$ cat src/rtl/but_pkg.sv
// rtl/but_pkg.sv - shared types and widths for the butterfly input path
package but_pkg;

  // Sample width shared by the feeder and the radix-2 butterfly.
  localparam int BUT_DATA_WIDTH = 8;

  // FILL buffers the first half of a frame, PAIR emits pairs against the second half.
  typedef enum logic {
    FILL = 1'b0,
    PAIR = 1'b1
  } but_feed_state_t;

endpackage

$ cat src/rtl/but_delay_buf.sv
// rtl/but_delay_buf.sv - first-half sample store, sync write, async read, no reset
module but_delay_buf #(
  parameter int DATA_WIDTH = 8,
  parameter int DEPTH      = 8,
  parameter int ADDR_WIDTH = $clog2(DEPTH)
) (
  input  logic                  clk,
  input  logic                  i_wr_en,
  input  logic [ADDR_WIDTH-1:0] i_wr_addr,
  input  logic [DATA_WIDTH-1:0] i_wr_data,
  input  logic [ADDR_WIDTH-1:0] i_rd_addr,
  output logic [DATA_WIDTH-1:0] o_rd_data
);

  logic [DATA_WIDTH-1:0] r_mem [DEPTH];

  // Contents are only meaningful after a FILL pass, so the array carries no reset.
  always_ff @(posedge clk) begin
    if (i_wr_en) begin
      r_mem[i_wr_addr] <= i_wr_data;
    end
  end

  assign o_rd_data = r_mem[i_rd_addr];

endmodule

$ cat src/rtl/but_pair_feeder.sv
// rtl/but_pair_feeder.sv - pairs sample k with k+HALF for the butterfly; optional BUT_PAIR_FEEDER_FLUSH_EN adds a flush input
module but_pair_feeder
  import but_pkg::*;
#(
  parameter  int DATA_WIDTH = BUT_DATA_WIDTH,
  parameter  int HALF       = 8,
  localparam int ADDR_WIDTH = $clog2(HALF)
) (
  input  logic                  clk,
  input  logic                  rst_n,
`ifdef BUT_PAIR_FEEDER_FLUSH_EN
  input  logic                  flush,
`endif
  input  logic                  in_valid,
  output logic                  in_ready,
  input  logic [DATA_WIDTH-1:0] in_data,
  output logic                  out_valid,
  input  logic                  out_ready,
  output logic [DATA_WIDTH-1:0] out_a,
  output logic [DATA_WIDTH-1:0] out_b,
  output logic [ADDR_WIDTH-1:0] out_idx,
  output logic                  out_last
);

  // HALF is a power of two, so the counter wraps to 0 on its own after HALF-1.
  localparam logic [ADDR_WIDTH-1:0] CNT_LAST = ADDR_WIDTH'(HALF - 1);

  but_feed_state_t         r_state;
  logic [ADDR_WIDTH-1:0]   r_cnt;
  logic                    r_out_valid;
  logic [DATA_WIDTH-1:0]   r_out_a;
  logic [DATA_WIDTH-1:0]   r_out_b;
  logic [ADDR_WIDTH-1:0]   r_out_idx;
  logic                    r_out_last;

  logic                    w_flush;
  logic                    w_in_ready;
  logic                    w_in_fire;
  logic                    w_out_fire;
  logic                    w_cnt_last;
  logic                    w_buf_wr;
  logic                    w_pair_load;
  logic [DATA_WIDTH-1:0]   w_rd_data;

`ifdef BUT_PAIR_FEEDER_FLUSH_EN
  assign w_flush = flush;
`else
  assign w_flush = 1'b0;
`endif

  // FILL always accepts; PAIR accepts only when the single output register can
  // be emptied or overwritten this cycle. Gated by rst_n so nothing is taken in reset.
  assign w_in_ready = rst_n && ((r_state == FILL) || !r_out_valid || out_ready);

  assign w_in_fire   = in_valid && w_in_ready;
  assign w_out_fire  = r_out_valid && out_ready;
  assign w_cnt_last  = (r_cnt == CNT_LAST);
  assign w_buf_wr    = w_in_fire && (r_state == FILL) && !w_flush;
  assign w_pair_load = w_in_fire && (r_state == PAIR);

  // FILL only writes and PAIR only reads, so back-to-back frames never collide.
  but_delay_buf #(
    .DATA_WIDTH (DATA_WIDTH),
    .DEPTH      (HALF),
    .ADDR_WIDTH (ADDR_WIDTH)
  ) u_buf (
    .clk        (clk),
    .i_wr_en    (w_buf_wr),
    .i_wr_addr  (r_cnt),
    .i_wr_data  (in_data),
    .i_rd_addr  (r_cnt),
    .o_rd_data  (w_rd_data)
  );

  // Frame sequencing and the registered output pair; a load wins over a drain.
  always_ff @(posedge clk or negedge rst_n) begin
    if (!rst_n) begin
      r_state     <= FILL;
      r_cnt       <= '0;
      r_out_valid <= 1'b0;
      r_out_a     <= '0;
      r_out_b     <= '0;
      r_out_idx   <= '0;
      r_out_last  <= 1'b0;
    end else if (w_flush) begin
      r_state     <= FILL;
      r_cnt       <= '0;
      r_out_valid <= 1'b0;
    end else begin
      if (w_in_fire) begin
        r_cnt <= r_cnt + ADDR_WIDTH'(1);
        if (w_cnt_last) begin
          r_state <= (r_state == FILL) ? PAIR : FILL;
        end
      end
      if (w_pair_load) begin
        r_out_a     <= w_rd_data;
        r_out_b     <= in_data;
        r_out_idx   <= r_cnt;
        r_out_last  <= w_cnt_last;
        r_out_valid <= 1'b1;
      end else if (w_out_fire) begin
        r_out_valid <= 1'b0;
      end
    end
  end

  assign in_ready  = w_in_ready;
  assign out_valid = r_out_valid;
  assign out_a     = r_out_a;
  assign out_b     = r_out_b;
  assign out_idx   = r_out_idx;
  assign out_last  = r_out_last;

endmodule

$ cat config.mk
export PLATFORM = sky130hd
export DESIGN_NAME = but_pair_feeder
export DESIGN_NICKNAME = d
export VERILOG_FILES = /design/src/rtl/but_pkg.sv /design/src/rtl/but_delay_buf.sv /design/src/rtl/but_pair_feeder.sv
export SDC_FILE = /design/constraint.sdc
export NUM_CORES = 1
export LEC_CHECK = 0
export BUFFER_PORTS_ARGS = -buffer_cell sky130_fd_sc_hd__buf_2
export CAP_MARGIN = 40
export CORE_ASPECT_RATIO = 0.9
export CORE_MARGIN = 4
export CORE_UTILIZATION = 55
export DETAILED_ROUTE_END_ITERATION = 12
export PLACE_DENSITY_LB_ADDON = 0.1
export SETUP_SLACK_MARGIN = 0.05
export SYNTH_ARGS = -nofsm -noshare
export SYNTH_HDL_FRONTEND = slang
export SYNTH_HIERARCHICAL = 1
export SYNTH_SLANG_ARGS = --single-unit
$ cat constraint.sdc
create_clock -name clk -period 4.33 [get_ports clk]
set_input_delay 0 -clock clk [delete_from_list [all_inputs] [get_ports clk]]
set_output_delay 0 -clock clk [all_outputs]
set_load 0.01 [all_outputs]
==> results.md <==
* Sw frac at 28.2%
* Post-CTS Setup Repair Bufs at 0
* Largest net degree at the start of global routing at 30
* TritonCTS clock tree: built
* Main synth FF type: edfxtp_1
* Row count at 27
* Post-cts sizing count at 0
* Min-delay src: in_valid
* Met3 Use GR at 3.58%
* R2R Path Start: r_cnt[2]
* Vias in the first global route at 1817
* Proportion of synthesized area in mux cells at 22.5%
* Async set-reset flop share out of synthesis at 28.1%
* Most common cell in the synthesized netlist: edfxtp_1
* Ratio of cells with drive above 1 in the final layout at 38.9%
* Final #Nets at 238
* Result of the run: finished clean
* EDFF count, synth at 64
* Max Buffers Root-to-Sink at 2
* Routed vias/inst at 5.42
* Top post-synthesis cells by area: edfxtp_1, dfrtp_1, mux4_1, mux2_4, mux2_2
* Routed Antenna Nets at 0
* Slew Limit Fails at 0
* Flops & latches, synth at 89
* Area grow syn2layout at 16.5%
* Clock-pin slew on the worst setup and hold paths at 90 ps
* Clk sinks at 89
* Cells after synthesis at 169
* Worst r2r path cells at 3
* CP Capture Type: flop
* Grt total ovfl at 0
* Met2 Use GR at 29.1%
* Min cycle time layout at 2580 ps
* Min-Delay Path Depth at 3
* Post-Synth Simple-Gate Area at 3.02%
* Number of H-tree levels at 3
* Worst skew pair latency at 340 ps
* Vias at 1714
* Final Total Pwr at 2490 uW
* Most frequent cells after synthesis: edfxtp_1, dfrtp_1, mux2_4
* Clock share of power at 21.7%
* Combinational share of power at 29.4%
* Compound-Gate Fraction of Synth Area at 0.938%
* Global-route total usage across every layer at 18.1%
* Synth top area share at 53.4%
* Layout Cells excl Fill at 316
* Root buf cell: clkbuf_8
* Worst-path maximum fanout at 29
* Skew final at 11.2 ps
* Post-synthesis xor/xnor area fraction at 0.243%
* Core area at 0.00625 sq mm
* Internal power at 1790 uW
* Gp weighted congestion at 0.687
* Synth Area per Inst at 21.3 sq um
* LEAKAGE at 0.00165 uW
* DR iter-0 viols at 77
* Hold Path Class: in -> reg
* Area leader, netlist: edfxtp_1
* Max_cap viols at 0
* Register share of total power at 49.0%
* CTS Hold Bufs at 10
* Drt total wl at 6370 microns
* Crit path DAT at 2630 ps
* Period utilization at 59.5%
* CP Class: in -> reg
* GR peak layer: met2
* Slew HR at 41.1%
* WL/cell at 20.1 microns
* Flop-to-flop setup slack at 1990 ps
* Final setup TNS at 0 ps
* Inserted Clock Buffers at 9
* Highest clock rate at 388 MHz
* Placed cells at 290
* Chip height at 84.8 microns
* Sw Pwr at 704 uW
* RSZ-0062 raised after global routing: no
* # IOs at 34
* Initial Util at 57.6%
* Syn_nets at 183
* Met1 global-route usage at 24.1%
* Die Span X at 93.3 microns
* VDD IR max at 288 uV
* Synth Area in Adders at 0.695%
* Pin slew with the least headroom to its limit at 876 ps
* Fin. Hold Viols at 0
* Mapped Area at 0.00360 sq mm
* Global-route wire length before repair at 10200 microns
* Drt drc at 0
* Diodes inserted at 0
* Initial antenna violation count at 0
* Post-DP HPWL at 4080 microns
* Hold endpoint: r_state
* Largest family of logic cells by synthesized area: multiplexers
* Critical path required time at 4380 ps
* Post-synthesis sequential area ratio at 70.7%
* Pwr Density at 594 mW/mm^2
* Yosys warns at 6
* I/O Buffers at 33
* Die area at 0.00791 sq mm
* Drt pass-1 iters at 4
* Netlist cell types at 26
* Setup crit start kind: input port
* R2r endpoint: u_buf/r_mem[0][4]
* Final setup fails at 0
## power groups by stage
| stage | Sequential, uW | Combinational [uW] | Clock, uW |
|---|---|---|---|
| 6_report | 1220 | 733 | 540 |
| 3_5_place_dp | 1240 | 736 | 0 |
| 4_1_cts | 1230 | 747 | 546 |
| 3_3_place_gp | 1250 | 646 | 0 |
| 2_1_floorplan | 1220 | 523 | 0 |
| 5_1_grt | 1250 | 791 | 588 |
## worst max-delay path by stage
stage | startpoint | cells after the start | to | slack [ps]
5_1_grt | rst_n | 7 | u_buf/r_mem[0][4] | 1450
3_5_place_dp | rst_n | 6 | u_buf/r_mem[0][3] | 1920
2_1_floorplan | r_cnt[0] | 5 | out_a[1] | 2410
6_report | rst_n | 7 | u_buf/r_mem[0][4] | 1750
4_1_cts | rst_n | 7 | u_buf/r_mem[0][4] | 1740
3_3_place_gp | r_cnt[0] | 2 | u_buf/r_mem[3][3] | 1950
## registers in the layout (all words and copies together) (netlist names)
signal	count
out_idx	3
out_valid	1
out_last	1
out_b	8
u_buf/r_mem	64
r_cnt	3
r_state	1
out_a	8
## stage by stage
stage	hold WS [ps]	util, %	worst slack (ps)	instance area [sq um]
after floorplan	-296	-	2410	3600
after global placement	72.2	61.2	1950	3820
after detailed placement	84.1	62.5	1920	3910
after CTS	77.2	67.1	1740	4200
after global routing	113	67.1	1450	4200
final	82.9	67.1	1750	4200
## worst max-delay path: stages
cell,delay (ps)
dlygate4sd3_1,520
buf_2,550
nand2_1,180
nor2_1,240
nand2b_1,150
nor3_1,690
buf_4,280
## cells in the final DEF (no fill, tap or decap), drive strengths merged, types with 2 or more instances in the layout
| cell | Yosys | final |
|---|---|---|
| edfxtp | 64 | 64 |
| clkbuf | 1 | 10 |
| nand2b | 4 | 4 |
| mux4 | 16 | 16 |
| nor3 | 2 | 2 |
| ha | 2 | 2 |
| dfrtp | 25 | 25 |
| clkinv | 0 | 3 |
| nor2 | 7 | 7 |
| clkinvlp | 0 | 2 |
| buf | 6 | 41 |
| dlygate4sd3 | 0 | 10 |
| mux2 | 29 | 29 |
| nand2 | 4 | 4 |
## metal layers
layer / up-vias / part of all wire (%)
met5: - / 0
met1: 877 / 45
met3: 11 / 3.7
li1: 792 / -
met4: 0 / 1.6
met2: 34 / 50
## cell type report
cell class | count | area (sq um)
flip-flops and latches | 89 | 2550
fillers | 419 | 2050
multi-input cells | 73 | 987
repair buffers | 51 | 365
clock buffers | 10 | 128
well taps | 87 | 109
clock inverters | 6 | 58.8
## cell families after synthesis
logic type | count (synthesis)
compound gates | 4
xor+xnor | 1
fa+ha+maj | 2
buf+inv | 7
flops | 89
mux | 45
simple gates | 21
No activity file was read; power rests on OpenSTA's default activity.
